==> src/rtl/iomem_pkg.sv <==
// Shared definitions for the iomem two-master arbiter: bus widths, FSM state
// encoding, default timeout read data and the round-robin pick helper.
package iomem_pkg;

  localparam int IOMEM_AW = 32;
  localparam int IOMEM_DW = 32;
  localparam int IOMEM_SW = 4;

  localparam logic [31:0] IOMEM_ERR_DATA = 32'hDEAD_BEEF;

  typedef enum logic [1:0] {
    ST_IDLE = 2'd0,
    ST_BUSY = 2'd1,
    ST_DONE = 2'd2
  } iomem_state_e;

  // Round-robin choice: a lone requester wins; on contention the master that
  // was not granted last time wins.
  function automatic logic rr_pick(input logic v0, input logic v1, input logic last);
    logic pick;
    if (v0 && v1) begin
      pick = ~last;
    end else begin
      pick = v1;
    end
    return pick;
  endfunction

endpackage

==> src/rtl/iomem_watchdog.sv <==
// Busy-cycle watchdog for the iomem arbiter. Counts BUSY cycles from zero and
// flags expiry in the BUSY cycle whose count equals TIMEOUT-1, i.e. the
// TIMEOUT-th BUSY cycle. Instantiated only when IOMEM_ARB_TIMEOUT_EN is set.
module iomem_watchdog
  import iomem_pkg::*;
#(
  parameter int TIMEOUT = 64
) (
  input  logic ck,
  input  logic rst,
  input  logic start_i,
  input  logic busy_i,
  output logic expired_o
);

  localparam logic [15:0] LIMIT = 16'(TIMEOUT - 1);

  logic [15:0] cnt_q;
  logic [15:0] cnt_d;

  // Next count: clear when a transaction is launched, advance while busy.
  always_comb begin
    cnt_d = cnt_q;
    if (start_i) begin
      cnt_d = 16'd0;
    end else if (busy_i) begin
      cnt_d = cnt_q + 16'd1;
    end else begin
      cnt_d = cnt_q;
    end
  end

  // Counter register with asynchronous active-low reset.
  always_ff @(posedge ck or negedge rst) begin
    if (!rst) begin
      cnt_q <= 16'd0;
    end else begin
      cnt_q <= cnt_d;
    end
  end

  assign expired_o = busy_i && (cnt_q == LIMIT);

endmodule

==> src/rtl/iomem_arbiter.sv <==
// Two-master round-robin arbiter for the PicoSoC iomem bus. One transaction
// at a time: IDLE (arbitrate, latch request) -> BUSY (drive peripheral bus
// until s_ready) -> DONE (one-cycle ready pulse to the granted master).
// Optional watchdog abort on hung peripherals: define IOMEM_ARB_TIMEOUT_EN.
module iomem_arbiter
  import iomem_pkg::*;
#(
  parameter int          TIMEOUT  = 64,
  parameter logic [31:0] ERR_DATA = IOMEM_ERR_DATA
) (
  input  logic                ck,
  input  logic                rst,
  input  logic                m0_valid,
  output logic                m0_ready,
  input  logic [IOMEM_SW-1:0] m0_wstrb,
  input  logic [IOMEM_AW-1:0] m0_addr,
  input  logic [IOMEM_DW-1:0] m0_wdata,
  output logic [IOMEM_DW-1:0] m0_rdata,
  input  logic                m1_valid,
  output logic                m1_ready,
  input  logic [IOMEM_SW-1:0] m1_wstrb,
  input  logic [IOMEM_AW-1:0] m1_addr,
  input  logic [IOMEM_DW-1:0] m1_wdata,
  output logic [IOMEM_DW-1:0] m1_rdata,
  output logic                s_valid,
  input  logic                s_ready,
  output logic [IOMEM_SW-1:0] s_wstrb,
  output logic [IOMEM_AW-1:0] s_addr,
  output logic [IOMEM_DW-1:0] s_wdata,
  input  logic [IOMEM_DW-1:0] s_rdata,
  output logic                timeout,
  output logic                grant
);

  iomem_state_e        state_q, state_d;
  logic                grant_q, grant_d;
  logic                last_q, last_d;
  logic [IOMEM_AW-1:0] addr_q, addr_d;
  logic [IOMEM_DW-1:0] wdata_q, wdata_d;
  logic [IOMEM_SW-1:0] wstrb_q, wstrb_d;
  logic [IOMEM_DW-1:0] rdata_q, rdata_d;
  logic                to_q, to_d;
  logic                sel_s;
  logic                start_s;
  logic                expired_s;
  logic                done_s;

  assign start_s = (state_q == ST_IDLE) && (m0_valid || m1_valid);

`ifdef IOMEM_ARB_TIMEOUT_EN
  iomem_watchdog #(
    .TIMEOUT (TIMEOUT)
  ) u_watchdog (
    .ck        (ck),
    .rst       (rst),
    .start_i   (start_s),
    .busy_i    (state_q == ST_BUSY),
    .expired_o (expired_s)
  );
`else
  // Without the watchdog a BUSY transaction waits for s_ready indefinitely.
  assign expired_s = 1'b0;
`endif

  // Next-state and datapath: arbitrate in IDLE, wait for completion in BUSY,
  // retire the grant in DONE.
  always_comb begin
    state_d = state_q;
    grant_d = grant_q;
    last_d  = last_q;
    addr_d  = addr_q;
    wdata_d = wdata_q;
    wstrb_d = wstrb_q;
    rdata_d = rdata_q;
    to_d    = to_q;
    sel_s   = 1'b0;
    case (state_q)
      ST_IDLE: begin
        if (start_s) begin
          sel_s   = rr_pick(m0_valid, m1_valid, last_q);
          grant_d = sel_s;
          if (sel_s) begin
            addr_d  = m1_addr;
            wdata_d = m1_wdata;
            wstrb_d = m1_wstrb;
          end else begin
            addr_d  = m0_addr;
            wdata_d = m0_wdata;
            wstrb_d = m0_wstrb;
          end
          to_d    = 1'b0;
          state_d = ST_BUSY;
        end else begin
          state_d = ST_IDLE;
        end
      end
      ST_BUSY: begin
        // A peripheral answer in the expiry cycle takes priority over abort.
        if (s_ready) begin
          rdata_d = s_rdata;
          to_d    = 1'b0;
          state_d = ST_DONE;
        end else if (expired_s) begin
          rdata_d = ERR_DATA;
          to_d    = 1'b1;
          state_d = ST_DONE;
        end else begin
          state_d = ST_BUSY;
        end
      end
      ST_DONE: begin
        last_d  = grant_q;
        state_d = ST_IDLE;
      end
      default: begin
        state_d = ST_IDLE;
      end
    endcase
  end

  // State and datapath registers; last-grant starts at 1 so master 0 wins
  // the first contention.
  always_ff @(posedge ck or negedge rst) begin
    if (!rst) begin
      state_q <= ST_IDLE;
      grant_q <= 1'b0;
      last_q  <= 1'b1;
      addr_q  <= '0;
      wdata_q <= '0;
      wstrb_q <= '0;
      rdata_q <= '0;
      to_q    <= 1'b0;
    end else begin
      state_q <= state_d;
      grant_q <= grant_d;
      last_q  <= last_d;
      addr_q  <= addr_d;
      wdata_q <= wdata_d;
      wstrb_q <= wstrb_d;
      rdata_q <= rdata_d;
      to_q    <= to_d;
    end
  end

  // Outputs are decoded from registers only; the ungranted master always
  // sees zero so the master-side buses stay OR-safe.
  assign done_s   = (state_q == ST_DONE);
  assign s_valid  = (state_q == ST_BUSY);
  assign s_addr   = addr_q;
  assign s_wdata  = wdata_q;
  assign s_wstrb  = wstrb_q;
  assign m0_ready = done_s && !grant_q;
  assign m1_ready = done_s && grant_q;
  assign m0_rdata = m0_ready ? rdata_q : 32'd0;
  assign m1_rdata = m1_ready ? rdata_q : 32'd0;
  assign timeout  = done_s && to_q;
  assign grant    = grant_q;

endmodule

==> config.mk <==
export PLATFORM = sky130hd
export DESIGN_NAME = iomem_arbiter
export DESIGN_NICKNAME = d
export VERILOG_FILES = /design/src/rtl/iomem_pkg.sv /design/src/rtl/iomem_watchdog.sv /design/src/rtl/iomem_arbiter.sv
export SDC_FILE = /design/constraint.sdc
export NUM_CORES = 1
export LEC_CHECK = 0
export BUFFER_PORTS_ARGS = -buffer_cell sky130_fd_sc_hd__buf_4
export CAP_MARGIN = 5
export CORE_UTILIZATION = 35
export CTS_CLUSTER_DIAMETER = 60
export CTS_CLUSTER_SIZE = 28
export DETAILED_ROUTE_END_ITERATION = 10
export PLACE_DENSITY_LB_ADDON = 0.3
export SETUP_SLACK_MARGIN = 0.02
export SLEW_MARGIN = 5
export SYNTH_ARGS = -nofsm -noshare
export SYNTH_HDL_FRONTEND = slang
export SYNTH_HIERARCHICAL = 1
export SYNTH_SLANG_ARGS = --single-unit
==> constraint.sdc <==
create_clock -name ck -period 1.5 [get_ports ck]
set_input_delay 0.45 -clock ck [delete_from_list [all_inputs] [get_ports ck]]
set_output_delay 0.45 -clock ck [all_outputs]
set_load 0.03 [all_outputs]
Yosys cells after proc, flatten, opt, wreduce, memory -nomap -nowiden
Index checks and enable logic that the tools add are counted.
{"block": "totals", "inputBits": 173, "wordCells": 39, "output_inout_bits": 137, "register_bits": 105}
{"block": "op_classes", "n_eq_ne": 4, "n_reduce_logical": 12, "mux": 14, "bitwise_logic": 1}
{"cell": "32-bit two-way mux", "count": 4}
{"cell": "1-bit two-way mux", "count": 6}
{"cell": "1-bit logical AND", "count": 5}
{"cell": "4-bit two-way mux", "count": 1}
{"cell": "2-bit case mux with 2 select lines", "count": 1}
{"cell": "2-bit AND reduction", "count": 2}
{"cell": "3-bit AND reduction", "count": 1}
{"cell": "2-bit by 1-bit == test with 1-bit output, second input constant", "count": 1}
{"cell": "2-bit == test, second input constant", "count": 1}
{"cell": "2-bit logical NOT", "count": 1}
{"cell": "2-bit two-way mux", "count": 1}
{"cell": "2-bit by 1-bit != test with 1-bit output, second input constant", "count": 1}
{"cell": "2-bit != test, second input constant", "count": 1}
{"cell": "1-bit case mux with 2 select lines", "count": 1}
{"cell": "2-bit nonzero test", "count": 1}
{"cell": "1-bit logical NOT", "count": 1}
{"cell": "1-bit logical OR", "count": 1}
{"cell": "1-bit inverter", "count": 1}

Longest topological paths before layout
{"block": "logic_depth", "depth_word": 5, "depth_mapped": 6, "depth_no_buf": 3}

Least setup slack after synthesis
Ideal clock, no wire load.
{"block": "synth_path", "path_kind": "reg2out", "from": "register grant_q (netlist: grant)", "to": "output m1_rdata[23]", "arrival_ns": 1.654, "n_path_buf": 1, "slack_ns": -0.604, "t_required_ns": 1.050, "path_stages_with_launch": 5, "cell_sequence": "dfrtp_1 inv_1 nor2_1 clkbuf_1 and2_1"}
{"block": "synth_between", "elab_chain_len": 2}
{"element": "start, declared", "line_no": "iomem_arbiter.sv:36", "source": "logic grant_q, grant_d;"}
{"element": "start signal, assigned", "line_no": "iomem_arbiter.sv:135", "source": "grant_q <= grant_d;"}
{"element": "1-bit logical AND", "line_no": "iomem_arbiter.sv:153", "source": "assign m1_ready = done_s && grant_q;"}
{"element": "net m1_ready", "line_no": "iomem_arbiter.sv:20", "source": "output logic m1_ready,"}
{"element": "32-bit two-way mux", "line_no": "iomem_arbiter.sv:155", "source": "assign m1_rdata = m1_ready ? rdata_q : 32'd0;"}
{"element": "end, declared", "line_no": "iomem_arbiter.sv:24", "source": "output logic [IOMEM_DW-1:0] m1_rdata,"}
The timed path passes the listed nets, and every way through them passes these cells.

Worst setup path in the final report
{"block": "layout_path", "from": "register state_q[0]", "to": "output m0_rdata[22]"}
{"block": "layout_between", "elab_chain_len": 3}
{"element": "start, declared", "line_no": "iomem_arbiter.sv:35", "source": "iomem_state_e state_q, state_d;"}
{"element": "start signal, assigned", "line_no": "iomem_arbiter.sv:134", "source": "state_q <= state_d;"}
{"element": "2-bit == test", "line_no": "iomem_arbiter.sv:147", "source": "assign done_s = (state_q == ST_DONE);"}
{"element": "1-bit logical AND", "line_no": "iomem_arbiter.sv:152", "source": "assign m0_ready = done_s && !grant_q;"}
{"element": "32-bit two-way mux", "line_no": "iomem_arbiter.sv:154", "source": "assign m0_rdata = m0_ready ? rdata_q : 32'd0;"}
{"element": "end, declared", "line_no": "iomem_arbiter.sv:18", "source": "output logic [IOMEM_DW-1:0] m0_rdata,"}
No other way between the ends.

==> reports/metrics.cfg <==
[grt]
grt_max_degree = 35
grt_pass1_vias = 4716
antenna_found_initial = 0
grt_pass1_wl_um = 25200
grt-ovfl-total = 0
grt_use_total = 0.226

[critical_path]
crit_type = register to output pin
path_max_fanout = 16
end_kind = output pin
critPathLaunch = state_q[0]$_DFF_PN0_
crit_slowest_cell = dfrtp_1
cp_data_required_time_ns = 1.05
r2r_start = last_q$_DFFE_PN1N_
cpPeakStageDelay_ns = 0.38
path_cells = nand2b_4 > nor2_4 > buf_4 > buf_16 > and2_4 > buf_6
critPathLaunchType = register
cp_data_arrival_time_ns = 1.55

[route]
drt_first_pass_iters = 4
wl_um = 18000
num_vias = 4396
remaining_drc_errors = 0
viasPerCell = 4.81
wl_per_cell_um = 19.8
ant_nets = 0
drt_iter0_drc = 142

[synthesis]
ys_seq_elements = 104
synthCells = 376
syn_nets = 549
yosysSeqAreaShare = 0.502
ys_types = 19
syn_avg_cell_area_sq_um = 13.8
synth_warnings = 6
syn-cell-area_sq_um = 5180

[place]
finalWeightedCongestion = 0.803
pre_cts_ws_ns = -0.291
hpwlAfterDp_um = 10800
port_buffers = 308
placed_cell_area_sq_um = 7990

[clock_network]
cts_tree = built
cts_sinks = 104
clock_path_buffers = 2
numCtsBuffers = 9
clock_latency_ns = 0.35
cts-htree-levels = 3
cts_root_buf = clkbuf_16
path_clk_slew_ns = 0.07

[sta]
fmax_mhz = 501
rsz0062_at_grt = true
whs_ns = 0.329
finalMaxSlewViolations = 0
fin_ws_ns = -0.497
fin_crit_sh = 1.33
hold_violations = 0
setup_violations = 135
skew_ns = 0.00537
min_period_ns = 2.00

[layout]
fin_util = 0.680
fill_cells = 1024
nets = 898
final_common_cell = buf_4
antenna_cells = 0
final_cell_mix = buf_4, mux2_4, dfrtp_1
final_area_sq_um = 9850
drive_gt1_frac = 0.845
syn_to_final_growth_pct = 89.9

[die]
io_pins = 310
die_w_um = 124
die_y_um = 124
coreArea_sq_um = 14500
initial_core_util = 0.358
rows = 44
die_area_sq_um = 15300

[flow_run]
cap_violations = 0

[worst_hold_path]
hold_path_startpoint = s_rdata[12]
hold_path_class = input port to register

[status]
violations = setup timing
outcome = finished with violations

[power]
p_per_area_nw_per_um2 = 1980
ir_worst_vdd_uv = 1230
p_leak_nw = 5.01

-- routing by layer --
metal	part of all wire	GRT usage	vias up
li1	-	-	2000
met1	0.38	0.245	2205
met2	0.55	0.427	171
met3	0.050	0.0453	20
met4	0.020	0.0836	0
met5	0	0	-
-- state kept, by name, indices dropped and copies added (netlist names) --
register,cells
last_q,1
state_q,2
s_wdata,32
s_addr,32
grant,1
rdata_q,32
s_wstrb,4
-- timing repair --
| action | CTS | global route |
|---|---|---|
| endpoints found under the hold margin | 7 | 0 |
| hold buffers | 1 | 0 |
| setup buffers | 22 | 5 |
| cloned | 16 | 4 |
| gates resized for setup | 151 | 73 |
| pin swaps | 6 | 10 |
| setup endpoints to repair | 154 | 167 |
-- layout make-up --
cell class / count / area, sq um / share of cell area
Timing Repair Buffer: 363 / 3550 / 0.361
Multi-Input combinational cell: 244 / 3040 / 0.309
Clock inverter: 6 / 180 / 0.0183
Sequential cell: 104 / 2610 / 0.265
Tap cell: 184 / 230 / 0.0234
Inverter: 3 / 11.3 / 0.00114
Clock buffer: 9 / 225 / 0.0229
-- critical path: cells and delay by family, from the launching register on --
family | cells | cell delay (ns)
flops | 1 | 0.38
simple gates | 3 | 0.41
buf+inv | 3 | 0.41
-- report_power, final --
group          switching (mW)  leakage (nW)  internal, mW
Sequential               1.01          1.21          4.28
Clock                    1.02         0.196          2.13
Combinational            5.11          3.60          5.96
Total                    7.13          5.01          12.4
-- cells in the mapped netlist, drive strengths merged --
cell | n | share of area
mux2 | 168 | 0.38
dfrtp | 103 | 0.50
and2 | 64 | 0.077
buf | 19 | 0.022
clkbuf | 6 | 0.0043
inv | 3 | 0.0022
nor2 | 3 | 0.0022
a21o | 2 | 0.0029
a21bo | 1 | 0.0019
conb | 1 | 0.00072
dfstp | 1 | 0.0051
mux2i | 1 | 0.0019
nand2 | 1 | 0.00072
nand2b | 1 | 0.0012
nor2b | 1 | 0.0012
nor3 | 1 | 0.00096
-- metrics by stage --
step,TNS (ns),std cells,power [mW]
after global placement,-23.61,860,13.5
after global routing,-53.74,913,20.3
after floorplan,-9.67,376,10.6
after detailed placement,-26.82,860,13.8
after CTS,-48.26,912,19.0
final,-46.40,913,19.5
-- cell families after synthesis --
logic type,Yosys count,synth area share
compound gates,3,0.00483
simple gates,71,0.0835
other cells,1,0.000723
buf+inv,28,0.0290
mux,169,0.380
flops,104,0.502
-- worst paths after layout --
kind	cells after the start	endpoint	slack, ns
setup reg to reg	6	s_wdata[20]$_DFFE_PN0P_	-0.33
hold / removal	2	rdata_q[12]$_DFFE_PN0P_	0.33
max in group asynchronous	3	rdata_q[4]$_DFFE_PN0P_	0.44
setup / recovery	6	m0_rdata[22]	-0.50
hold reg to reg	1	s_wstrb[0]$_DFFE_PN0P_	0.51
min in group asynchronous	2	s_addr[12]$_DFFE_PN0P_	0.55
Power figures use the tool's default switching activity.
